## src/rtl/jtglfgreat_adc.sv

```systemverilog
// Serial 4-channel ADC0834-style converter, bit-banged by CPU writes of CS_n/CLK/DI.
// Define ADC_LSB_EN to append the LSB-first tail after the MSB-first result.
module jtglfgreat_adc #(
    parameter int unsigned AW     = 8,
    parameter int unsigned SETTLE = 1
) (
    input  logic          clk,
    input  logic          rst_n,
    input  logic          cpu_cen,
    input  logic          wr,
    input  logic [2:0]    din,
    input  logic [AW-1:0] ana0,
    input  logic [AW-1:0] ana1,
    input  logic [AW-1:0] ana2,
    input  logic [AW-1:0] ana3,
    output logic          adc,
    output logic          sars
);

    localparam int unsigned CntMax = (AW > SETTLE) ? ((AW > 3) ? AW : 3)
                                                   : ((SETTLE > 3) ? SETTLE : 3);
    localparam int unsigned CW     = $clog2(CntMax + 1);

`ifdef ADC_LSB_EN
    typedef enum logic [2:0] {
        StIdle, StStart, StAddr, StSettle, StMsb, StLsb, StDone
    } state_t;
`else
    typedef enum logic [2:0] {
        StIdle, StStart, StAddr, StSettle, StMsb, StDone
    } state_t;
`endif

    state_t        state_q;
    logic [2:0]    pins_q;      // {CS_n, CLK, DI}
    logic [2:0]    pin_d;
    logic [1:0]    addr_q;
    logic [CW-1:0] cnt_q;
    logic [AW-1:0] sr_q;
`ifdef ADC_LSB_EN
    logic [AW-1:0] lsb_q;
`endif
    logic          adc_q, sars_q;

    logic          wr_en, rise, fall, cs_fall;
    logic [2:0]    addr;
    logic [AW-1:0] chan_a, chan_b, result;

    assign wr_en   = wr & cpu_cen;
    assign pin_d   = wr_en ? din : pins_q;
    assign rise    = pin_d[1] & ~pins_q[1];
    assign fall    = ~pin_d[1] & pins_q[1];
    assign cs_fall = ~pin_d[2] & pins_q[2];

    assign adc  = adc_q;
    assign sars = sars_q;

    // Result for the address completed by the current rise: {SGL, ODD, SEL}.
    always_comb begin
        addr   = {addr_q, pin_d[0]};
        chan_a = '0;
        chan_b = '0;
        result = '0;
        unique case ({addr[0], addr[1]})
            2'b00: begin chan_a = ana0; chan_b = ana1; end
            2'b01: begin chan_a = ana1; chan_b = ana0; end
            2'b10: begin chan_a = ana2; chan_b = ana3; end
            2'b11: begin chan_a = ana3; chan_b = ana2; end
            default: ;
        endcase
        if (addr[2]) begin
            result = chan_a;
        end else if (chan_a > chan_b) begin
            result = chan_a - chan_b;
        end
    end

    always_ff @(posedge clk or negedge rst_n) begin
        if (!rst_n) begin
            state_q <= StIdle;
            pins_q  <= 3'b100;
            addr_q  <= '0;
            cnt_q   <= '0;
            sr_q    <= '0;
`ifdef ADC_LSB_EN
            lsb_q   <= '0;
`endif
            adc_q   <= 1'b1;
            sars_q  <= 1'b0;
        end else begin
            pins_q <= pin_d;
            if (pin_d[2]) begin
                // CS_n high overrides any clock edge in the same write.
                state_q <= StIdle;
                adc_q   <= 1'b1;
                sars_q  <= 1'b0;
            end else begin
                case (state_q)
                    StIdle: begin
                        if (cs_fall) state_q <= StStart;
                    end
                    StStart: begin
                        if (rise && pin_d[0]) begin
                            state_q <= StAddr;
                            cnt_q   <= '0;
                        end
                    end
                    StAddr: begin
                        if (rise) begin
                            addr_q <= {addr_q[0], pin_d[0]};
                            if (cnt_q == CW'(2)) begin
                                sr_q    <= result;
`ifdef ADC_LSB_EN
                                lsb_q   <= result >> 1;
`endif
                                sars_q  <= 1'b1;
                                cnt_q   <= '0;
                                state_q <= (SETTLE == 0) ? StMsb : StSettle;
                            end else begin
                                cnt_q <= cnt_q + 1'b1;
                            end
                        end
                    end
                    StSettle: begin
                        if (fall) begin
                            if (cnt_q == CW'(SETTLE - 1)) begin
                                cnt_q   <= '0;
                                state_q <= StMsb;
                            end else begin
                                cnt_q <= cnt_q + 1'b1;
                            end
                        end
                    end
                    StMsb: begin
                        if (fall) begin
                            if (cnt_q == CW'(AW)) begin
`ifdef ADC_LSB_EN
                                if (AW > 1) begin
                                    adc_q   <= lsb_q[0];
                                    lsb_q   <= lsb_q >> 1;
                                    cnt_q   <= CW'(1);
                                    state_q <= StLsb;
                                end else begin
                                    adc_q   <= 1'b0;
                                    sars_q  <= 1'b0;
                                    state_q <= StDone;
                                end
`else
                                adc_q   <= 1'b0;
                                sars_q  <= 1'b0;
                                state_q <= StDone;
`endif
                            end else begin
                                adc_q <= sr_q[AW-1];
                                sr_q  <= sr_q << 1;
                                cnt_q <= cnt_q + 1'b1;
                            end
                        end
                    end
`ifdef ADC_LSB_EN
                    StLsb: begin
                        if (fall) begin
                            if (cnt_q == CW'(AW - 1)) begin
                                adc_q   <= 1'b0;
                                sars_q  <= 1'b0;
                                state_q <= StDone;
                            end else begin
                                adc_q <= lsb_q[0];
                                lsb_q <= lsb_q >> 1;
                                cnt_q <= cnt_q + 1'b1;
                            end
                        end
                    end
`endif
                    StDone: ;
                    default: state_q <= StIdle;
                endcase
            end
        end
    end

endmodule

```

## config.mk

```make
export PLATFORM = sky130hd
export DESIGN_NAME = jtglfgreat_adc
export DESIGN_NICKNAME = d
export VERILOG_FILES = /design/src/rtl/jtglfgreat_adc.sv
export SDC_FILE = /design/constraint.sdc
export NUM_CORES = 1
export LEC_CHECK = 0
export BUFFER_PORTS_ARGS = -buffer_cell sky130_fd_sc_hd__buf_2
export CORE_MARGIN = 2
export CORE_UTILIZATION = 40
export CTS_BUF_LIST = sky130_fd_sc_hd__clkbuf_4 sky130_fd_sc_hd__clkbuf_8
export DETAILED_ROUTE_END_ITERATION = 6
export PLACE_DENSITY = 0.66
export SETUP_SLACK_MARGIN = 0.2
export SYNTH_ARGS = -nofsm -noshare
export SYNTH_HDL_FRONTEND = slang
export SYNTH_SLANG_ARGS = --single-unit
```

## constraint.sdc

```tcl
create_clock -name clk -period 6.05 [get_ports clk]
set_input_delay 0.3025 -clock clk [delete_from_list [all_inputs] [get_ports clk]]
set_output_delay 0.3025 -clock clk [all_outputs]
set_load 0.02 [all_outputs]
```

==> Word level (Yosys, flattened, before mapping) <==
Cells that the tools add are included.
{ "word_totals": {"regBits": 22, "mem_count": 0, "elab_cells": 95, "mem_bits_rw": 0, "in_bits": 39, "out_inout_bits": 2, "romBits": 0, "latch_bits": 0} }
{ "classes": {"add_sub_neg": 2, "div_mod_pow": 0, "bitwise_logic": 7, "n_reduce_logical": 15, "magnitude_cmp": 1, "shifts": 0, "eq_ne": 25, "n_mux": 38, "n_mul": 0} }
{ "op_table": {"columns": ["op", "n"], "rows": [
  ["$pmux 8 s4", 2],
  ["$mux 8", 6],
  ["$mux 3", 10],
  ["$mux 4", 7],
  ["$ne 3x3->1 const B", 8],
  ["$pmux 3 s6", 1],
  ["$pmux 4 s4", 1],
  ["$pmux 8 s2", 1],
  ["$ne 2x2->1 const B", 7],
  ["$mux 1", 9],
  ["$reduce_and 9->1", 1],
  ["$gt 8x8->1", 1],
  ["$sub 8x8->8", 1],
  ["$reduce_and 7->1", 1],
  ["$eq 3x2->1 const B", 2],
  ["$eq 3x3->1 const B", 2],
  ["$reduce_and 6->1", 1],
  ["$reduce_bool 2->1", 3],
  ["$reduce_and 5->1", 1],
  ["$add 4x1->4 const B", 1],
  ["$and 1x1->1", 4],
  ["$eq 2x2->1 const B", 2],
  ["$eq 4x2->1 const B", 1],
  ["$eq 4x4->1 const B", 1],
  ["12 further kinds", 14]
]} }

==> Depth between registers and ports, before layout <==
Gate-level depths: netlist (run 1).
{ "logic_depth": {"depth_word": 10, "ltp_mapped": 14, "depth_no_buf": 13} }

==> Worst setup path after synthesis (run 1) <==
OpenSTA, ideal clock, no wires.
{ "synth_path": {"path_type": "register to register", "startpoint": "register pins_q[0]", "endpoint": "register sr_q[1]", "setup_time_ns": 0.095, "period_less_slack_ns": 3.021, "required_time_ns": 5.955, "stages_incl_launch_ff": 15, "arrival_time_ns": 2.926, "slack_ns": 3.029, "path_buffers": 1, "path_cell_list": "dfrtp_1 a21bo_1 and2_4 buf_6 inv_2 mux2i_1 mux2_2 ha_1 fa_1 nand2b_1 a21oi_1 o21ai_0 a21oi_1 a221oi_1 o31ai_1"} }
{ "synth_via": {"elab_chain_cells": 9, "word_cells_on_any_way": 14, "cone_classes": "add/sub (1); order compare (1); eq/ne (3); mux (8); reduce/logical (1)"} }
{ "synth_lines": {"columns": ["item", "line_no", "text"], "rows": [
  ["start: declaration", "35", "logic [2:0] pins_q;"],
  ["start signal: assignment", "91", "pins_q <= pin_d;"],
  ["$mux 3 *", "50", "assign pin_d = wr_en ? din : pins_q;"],
  ["via pin_d[0]", "36", "logic [2:0] pin_d;"],
  ["$eq 2x2->1, or another cell as far along", "64", "unique case ({addr[0], addr[1]})"],
  ["$pmux 8 s4", "64", null],
  ["$sub 8x8->8 or $gt 8x8->1 (tied branches)", "74, 73", null],
  ["$mux 8", "73", "end else if (chan_a > chan_b) begin"],
  ["$mux 8 *", "71", "if (addr[2]) begin"],
  ["$mux 8 *", "111", "if (cnt_q == CW'(2)) begin"],
  ["$mux 8 *", "109", "if (rise) begin"],
  ["$pmux 8 s2 *", "98", "case (state_q)"],
  ["end signal: assignment", "112", "sr_q <= result;"],
  ["end signal: assignment", "155", "sr_q <= sr_q << 1;"],
  ["end: declaration", "39", "logic [AW-1:0] sr_q;"]
]} }
The timed path passes the listed nets; every way through them passes the cells marked *. The select of a mux whose other input is x is not followed.
A chain may end at the register's enable or synchronous reset.

==> Worst setup path after layout (run 1) <==
Ends and elaborated chain as after synthesis.

==> impl_metrics.tcl, run 1 <==
set metrics [dict create \
    nNetsFinal 313 \
    start_util_pct 40.69 \
    synth.avg_cell_area_sq_um 9.080 \
    final_area_sq_um 2337 \
    holdWs_ns -0.001256 \
    antenna_found_initial 0 \
    htreeDepth 1 \
    hold_path_class "in -> async" \
    period_share_pct 58.63 \
    ys.flop_type "dfrtp_1" \
    grt_max_degree 23 \
    setup_violations 0 \
    cp_max_fo 16 \
    slowest_stage "a21oi_1" \
    cts_tree "built" \
    total_power_mw 0.5268 \
    path_cells "a21bo_1 -> and2_4 -> inv_2 -> mux2i_1 -> mux2_2 -> ha_1 -> fa_1 -> nand2b_1 -> a21oi_1 -> o21ai_0 -> a21oi_1 -> a221oi_1 -> o31ai_1" \
    via_per_inst 5.400 \
    std_cell_rows 26 \
    post_cts_resized 0 \
    diodes 0 \
    cts.sinks 22 \
    ios 41 \
    gp_congestion 0.8483 \
    layout.area.seq_sq_um 553.0 \
    synth_edf_count 0 \
    synth_seq_area_share_pct 26.95 \
    crit_type "reg -> reg" \
    drc_errors 0 \
    synth_seq_cells 22 \
    wl_per_cell_um 13.42 \
    grt_usage_pct 16.86 \
    fin_tns_setup_ns 0 \
    multiInputGateArea_sq_um 1380 \
    start_kind "register" \
    numCtsBuffers 3 \
    cts_setup_buffers 0 \
    pwr_density_cell_nw_per_um2 225.4 \
    p_leak_nw 1.063 \
    io_buffer_count 40 \
    drive_above_1_share_pct 24.23 \
    max_slew_margin_pct 37.99 \
    grt_pass1_vias 1702 \
    crit_top_cell "a21oi_1" \
    finalHoldViolations 3 \
    ys_warn_count 0 \
    post-route-min-period_ns 3.547 \
    syn-cell-area_sq_um 2052 \
    cp_data_arrival_time_ns 3.70 \
    drtAntennaViolNets 0 \
    rsz0062_at_grt "no" \
    cp.required_ns 6.21 \
    irDropWorstVdd_mv 0.1115 \
    firstDrtPassIters 4 \
    insertion_delay_ns 0.26 \
    initialDrtViolationCount 69 \
    yosysTopAreaCell "dfrtp_1" \
    via_count 1782 \
    ctsLongestPathBuffers 2 \
    status "finished with violations" \
    layout_common_cells "buf_2, nor2_1, nand2_1, dfrtp_1, inv_1" \
    dieArea_sq_um 5719 \
    synth_nets 277 \
    n_fill_cell 477 \
    ys_types 51 \
    yosysTopAreaCellShare_pct 24.39 \
    violations "hold timing" \
    cp-end-kind "register" \
    routed_wl_um 4430 \
    async_flop_share_pct 100.0 \
    synth_area_leaders "dfrtp_1, mux2i_1, ha_1" \
    path_clk_slew_ns 0.08 \
    layout_commonest_cell "buf_2" \
    maxCapViolCount 0 \
    worst_pin_slew_ns 0.9181 \
    die_w_um 75.63 \
    dpl.hpwl_um 3671 \
    fmax_mhz 281.9 \
    clock_skew_ns 0.005571 \
    grt_overflow_total 0 \
    crit-reg2reg-launch "pins_q[0]" \
    grt_pass1_wl_um 7534 \
    cts_root_buffer "clkbuf_8" \
    holdBufCountCts 0 \
    cp_slowest_stage_delay_ns 0.43 \
    area_growth_pct 13.90 \
    maxSlewViolCount 0 \
    core_sq_um 5042 \
    die_height_um 75.63 \
    placed_area_sq_um 2296 \
    crit_start "pins_q[0]" \
    synthCells 226 \
]
cells in the mapped netlist (2+ instances only):
| library cell | count |
|---|---|
| mux4_2 | 5 |
| ha_1 | 11 |
| nand2b_1 | 6 |
| xnor2_1 | 5 |
| nor2_1 | 23 |
| nor3_1 | 2 |
| inv_1 | 17 |
| nand2_1 | 21 |
| mux2_2 | 5 |
| a211oi_1 | 2 |
| dfrtp_1 | 20 |
| buf_2 | 2 |
| mux4_1 | 3 |
| nor3b_1 | 3 |
| nand4_1 | 2 |
| and2_1 | 2 |
| clkbuf_1 | 6 |
| nand3_1 | 7 |
| o31ai_1 | 10 |
| a21oi_1 | 11 |
| a31oi_1 | 2 |
| dfstp_2 | 2 |
| mux2i_1 | 15 |
| a221oi_1 | 7 |
| o21ai_0 | 9 |
| a21o_1 | 3 |
layer usage:
metal,wire length [um],track usage (%)
met5,0,0
met4,57,4.288
met3,165,1.587
met2,2193,31.21
met1,2015,20.95
layout make-up:
class | instances | area share (%)
clock buffers | 3 | 1.767
flip-flops and latches | 22 | 23.66
inverters | 18 | 2.891
multi-input cells | 176 | 59.05
repair buffers | 41 | 8.887
well taps | 70 | 3.747
cells by family after synthesis:
logic type               Yosys count  share of synthesized area [%]
multiplexers                      28                          19.39
AO/OA/AOI/OAI                     55                          19.27
buffers and inverters             28                          5.792
adder cells (fa/ha/maj)           12                          7.683
AND/OR/NAND/NOR                   75                          18.35
XOR/XNOR                           6                          2.561
flip-flops                        22                          26.95
worst paths after layout:
kind	end	cells after the start	slack [ns]
max	sr_q[1]	13	2.50
min reg2reg	sr_q[6]	2	0.47
max reg2reg	sr_q[1]	13	2.50
min	state_q[2]	1	-0.001
max in group asynchronous	adc	1	5.69
min in group clk	pins_q[1]	2	0.31
per-stage QoR:
stage,util (%),cells,setup WS (ns)
floorplan,-,226,3.029
global placement,45.53,327,2.708
detailed placement,45.53,327,2.484
CTS,46.35,330,2.510
global route,46.35,330,2.210
finish,46.35,330,2.503
registers in the layout, summed over array words and instances (netlist names):
signal,cells
sars,1
sr_q,8
state_q,3
adc,1
cnt_q,4
addr_q,2
pins_q,3
critical path, delay by kind of cell (launching register included):
| kind | cells | cell delay, ns |
|---|---|---|
| compound gates | 6 | 1.41 |
| fa+ha+maj | 2 | 0.65 |
| simple gates | 2 | 0.46 |
| mux | 2 | 0.46 |
| flops | 1 | 0.36 |
| buf+inv | 1 | 0.12 |
where the power goes:
part	internal [mW]	switching, mW	total [mW]
sequential	0.165	0.0237	0.189
combinational	0.122	0.127	0.249
clock	0.0443	0.0447	0.0891
Power figures use the tool's default switching activity.
==> inputs of run 2 (changes only) <==
==> constraint.sdc (replaced) <==
create_clock -name clk -period 3.4 [get_ports clk]
set_input_delay 0.17 -clock clk [delete_from_list [all_inputs] [get_ports clk]]
set_output_delay 0.17 -clock clk [all_outputs]
set_load 0.02 [all_outputs]
==> impl_metrics.tcl, run 2 (same netlist as run 1, synthesis figures left out) <==
set metrics [dict create \
    start_kind "register" \
    htreeDepth 1 \
    crit_start "pins_q[0]" \
    gp_congestion 0.9019 \
    via_per_inst 5.444 \
    grt_overflow_total 0 \
    drive_above_1_share_pct 30.00 \
    n_fill_cell 492 \
    initialDrtViolationCount 80 \
    rsz0062_at_grt "no" \
    die_w_um 75.63 \
    pwr_density_cell_nw_per_um2 412.5 \
    setup_violations 0 \
    maxSlewViolCount 0 \
    cts_root_buffer "clkbuf_8" \
    area_growth_pct 19.57 \
    crit-reg2reg-launch "pins_q[0]" \
    nNetsFinal 322 \
    drtAntennaViolNets 0 \
    fmax_mhz 328.7 \
    finalHoldViolations 0 \
    period_share_pct 89.48 \
    grt_max_degree 23 \
    antenna_found_initial 0 \
    path_clk_slew_ns 0.08 \
    multiInputGateArea_sq_um 1420 \
    top_regs "sr_q (8), cnt_q (4)" \
    start_util_pct 40.69 \
    ctsLongestPathBuffers 2 \
    ios 41 \
    grt_usage_pct 16.86 \
    grt_pass1_wl_um 7438 \
    total_power_mw 1.012 \
    post-route-min-period_ns 3.042 \
    via_count 1851 \
    std_cell_rows 26 \
    die_height_um 75.63 \
    dieArea_sq_um 5719 \
    p_leak_nw 1.113 \
    status "complete, no violations" \
    cts.sinks 22 \
    layout.area.seq_sq_um 553.0 \
    numCtsBuffers 3 \
    firstDrtPassIters 4 \
    routed_wl_um 4736 \
    cp_max_fo 6 \
    io_buffer_count 40 \
    clock_skew_ns 0.002208 \
    irDropWorstVdd_mv 0.1413 \
    largest_reg_flops 8 \
    drc_errors 0 \
    crit_type "reg -> reg" \
    wl_per_cell_um 13.93 \
    cp.required_ns 3.54 \
    layout_commonest_cell "buf_2" \
    dpl.hpwl_um 3638 \
    maxCapViolCount 0 \
    fin_tns_setup_ns 0 \
    cp_data_arrival_time_ns 3.18 \
    hold_path_class "in -> reg" \
    cts_tree "built" \
    layout_common_cells "buf_2, nor2_1, nand2_1, dfrtp_1, inv_1" \
    top_register "sr_q" \
    core_sq_um 5042 \
    max_slew_margin_pct 36.93 \
    insertion_delay_ns 0.27 \
    diodes 0 \
    cp-end-kind "register" \
    grt_pass1_vias 1713 \
    hold_path.startpoint "din[1]" \
    worst_pin_slew_ns 0.9338 \
]
## run 2: where the power goes
part	internal [mW]	switching, mW	leakage (nW)	total, mW
registers	0.294	0.0317	0.285	0.326
logic	0.242	0.255	0.799	0.496
clock network	0.103	0.0867	0.0288	0.190
total	0.639	0.373	1.11	1.01
## run 2: per-layer routing
layer | wire length (um) | share of wire [%] | track usage, %
met1 | 2098 | 44 | 21.39
met2 | 2384 | 50 | 30.43
met3 | 196 | 4.1 | 1.190
met4 | 57 | 1.2 | 5.458
met5 | 0 | 0 | 0
## run 2: what timing repair did
item / CTS / global route
pin swaps: 0 / 4
hold buffers: 1 / 0
gates resized for setup: 1 / 9
buffers inserted: 4 / 1
gates cloned: 0 / 1
endpoints found under the hold margin: 20 / 0
setup endpoints to repair: 7 / 7
## run 2: worst max-delay path: stages, from the launching register on
cell      delay, ns
dfrtp_1        0.36
a21bo_1        0.20
and2_4         0.20
mux4_1         0.62
ha_1           0.41
o211ai_1       0.24
a21oi_2        0.07
o21ai_2        0.23
a21oi_2        0.04
buf_4          0.16
a221oi_1       0.28
o31ai_1        0.10
## run 2: path summary, 6_finish.rpt
| check | endpoint | slack (ns) | cells past startpoint |
|---|---|---|---|
| worst max-delay path | sr_q[3] | 0.36 | 11 |
| worst min-delay path | pins_q[1] | 0.16 | 2 |
| worst max register to register | sr_q[3] | 0.36 | 11 |
| worst min register to register | sr_q[5] | 0.48 | 2 |
| max in group asynchronous | pins_q[2] | 2.64 | 2 |
| min in group asynchronous | cnt_q[2] | 0.40 | 2 |
## run 2: cell type report
type,instances,area share [%]
Tap cell,70,3.570
Clock buffer,4,2.244
Timing Repair Buffer,49,11.01
Inverter,18,2.754
Sequential cell,22,22.54
Multi-Input combinational cell,177,57.88
## run 2: per-stage QoR
stage | cell area [sq um] | setup WS [ns] | hold slack [ns] | utilization, % | instances
floorplan | 2052 | 0.3790 | -0.1256 | - | 226
global placement | 2311 | 0.1327 | 0.1679 | 45.83 | 329
detailed placement | 2311 | 0.1239 | 0.1695 | 45.83 | 329
CTS | 2406 | 0.2316 | 0.1535 | 47.72 | 338
global route | 2454 | 0.1924 | 0.1630 | 48.66 | 340
finish | 2454 | 0.3576 | 0.1643 | 48.66 | 340
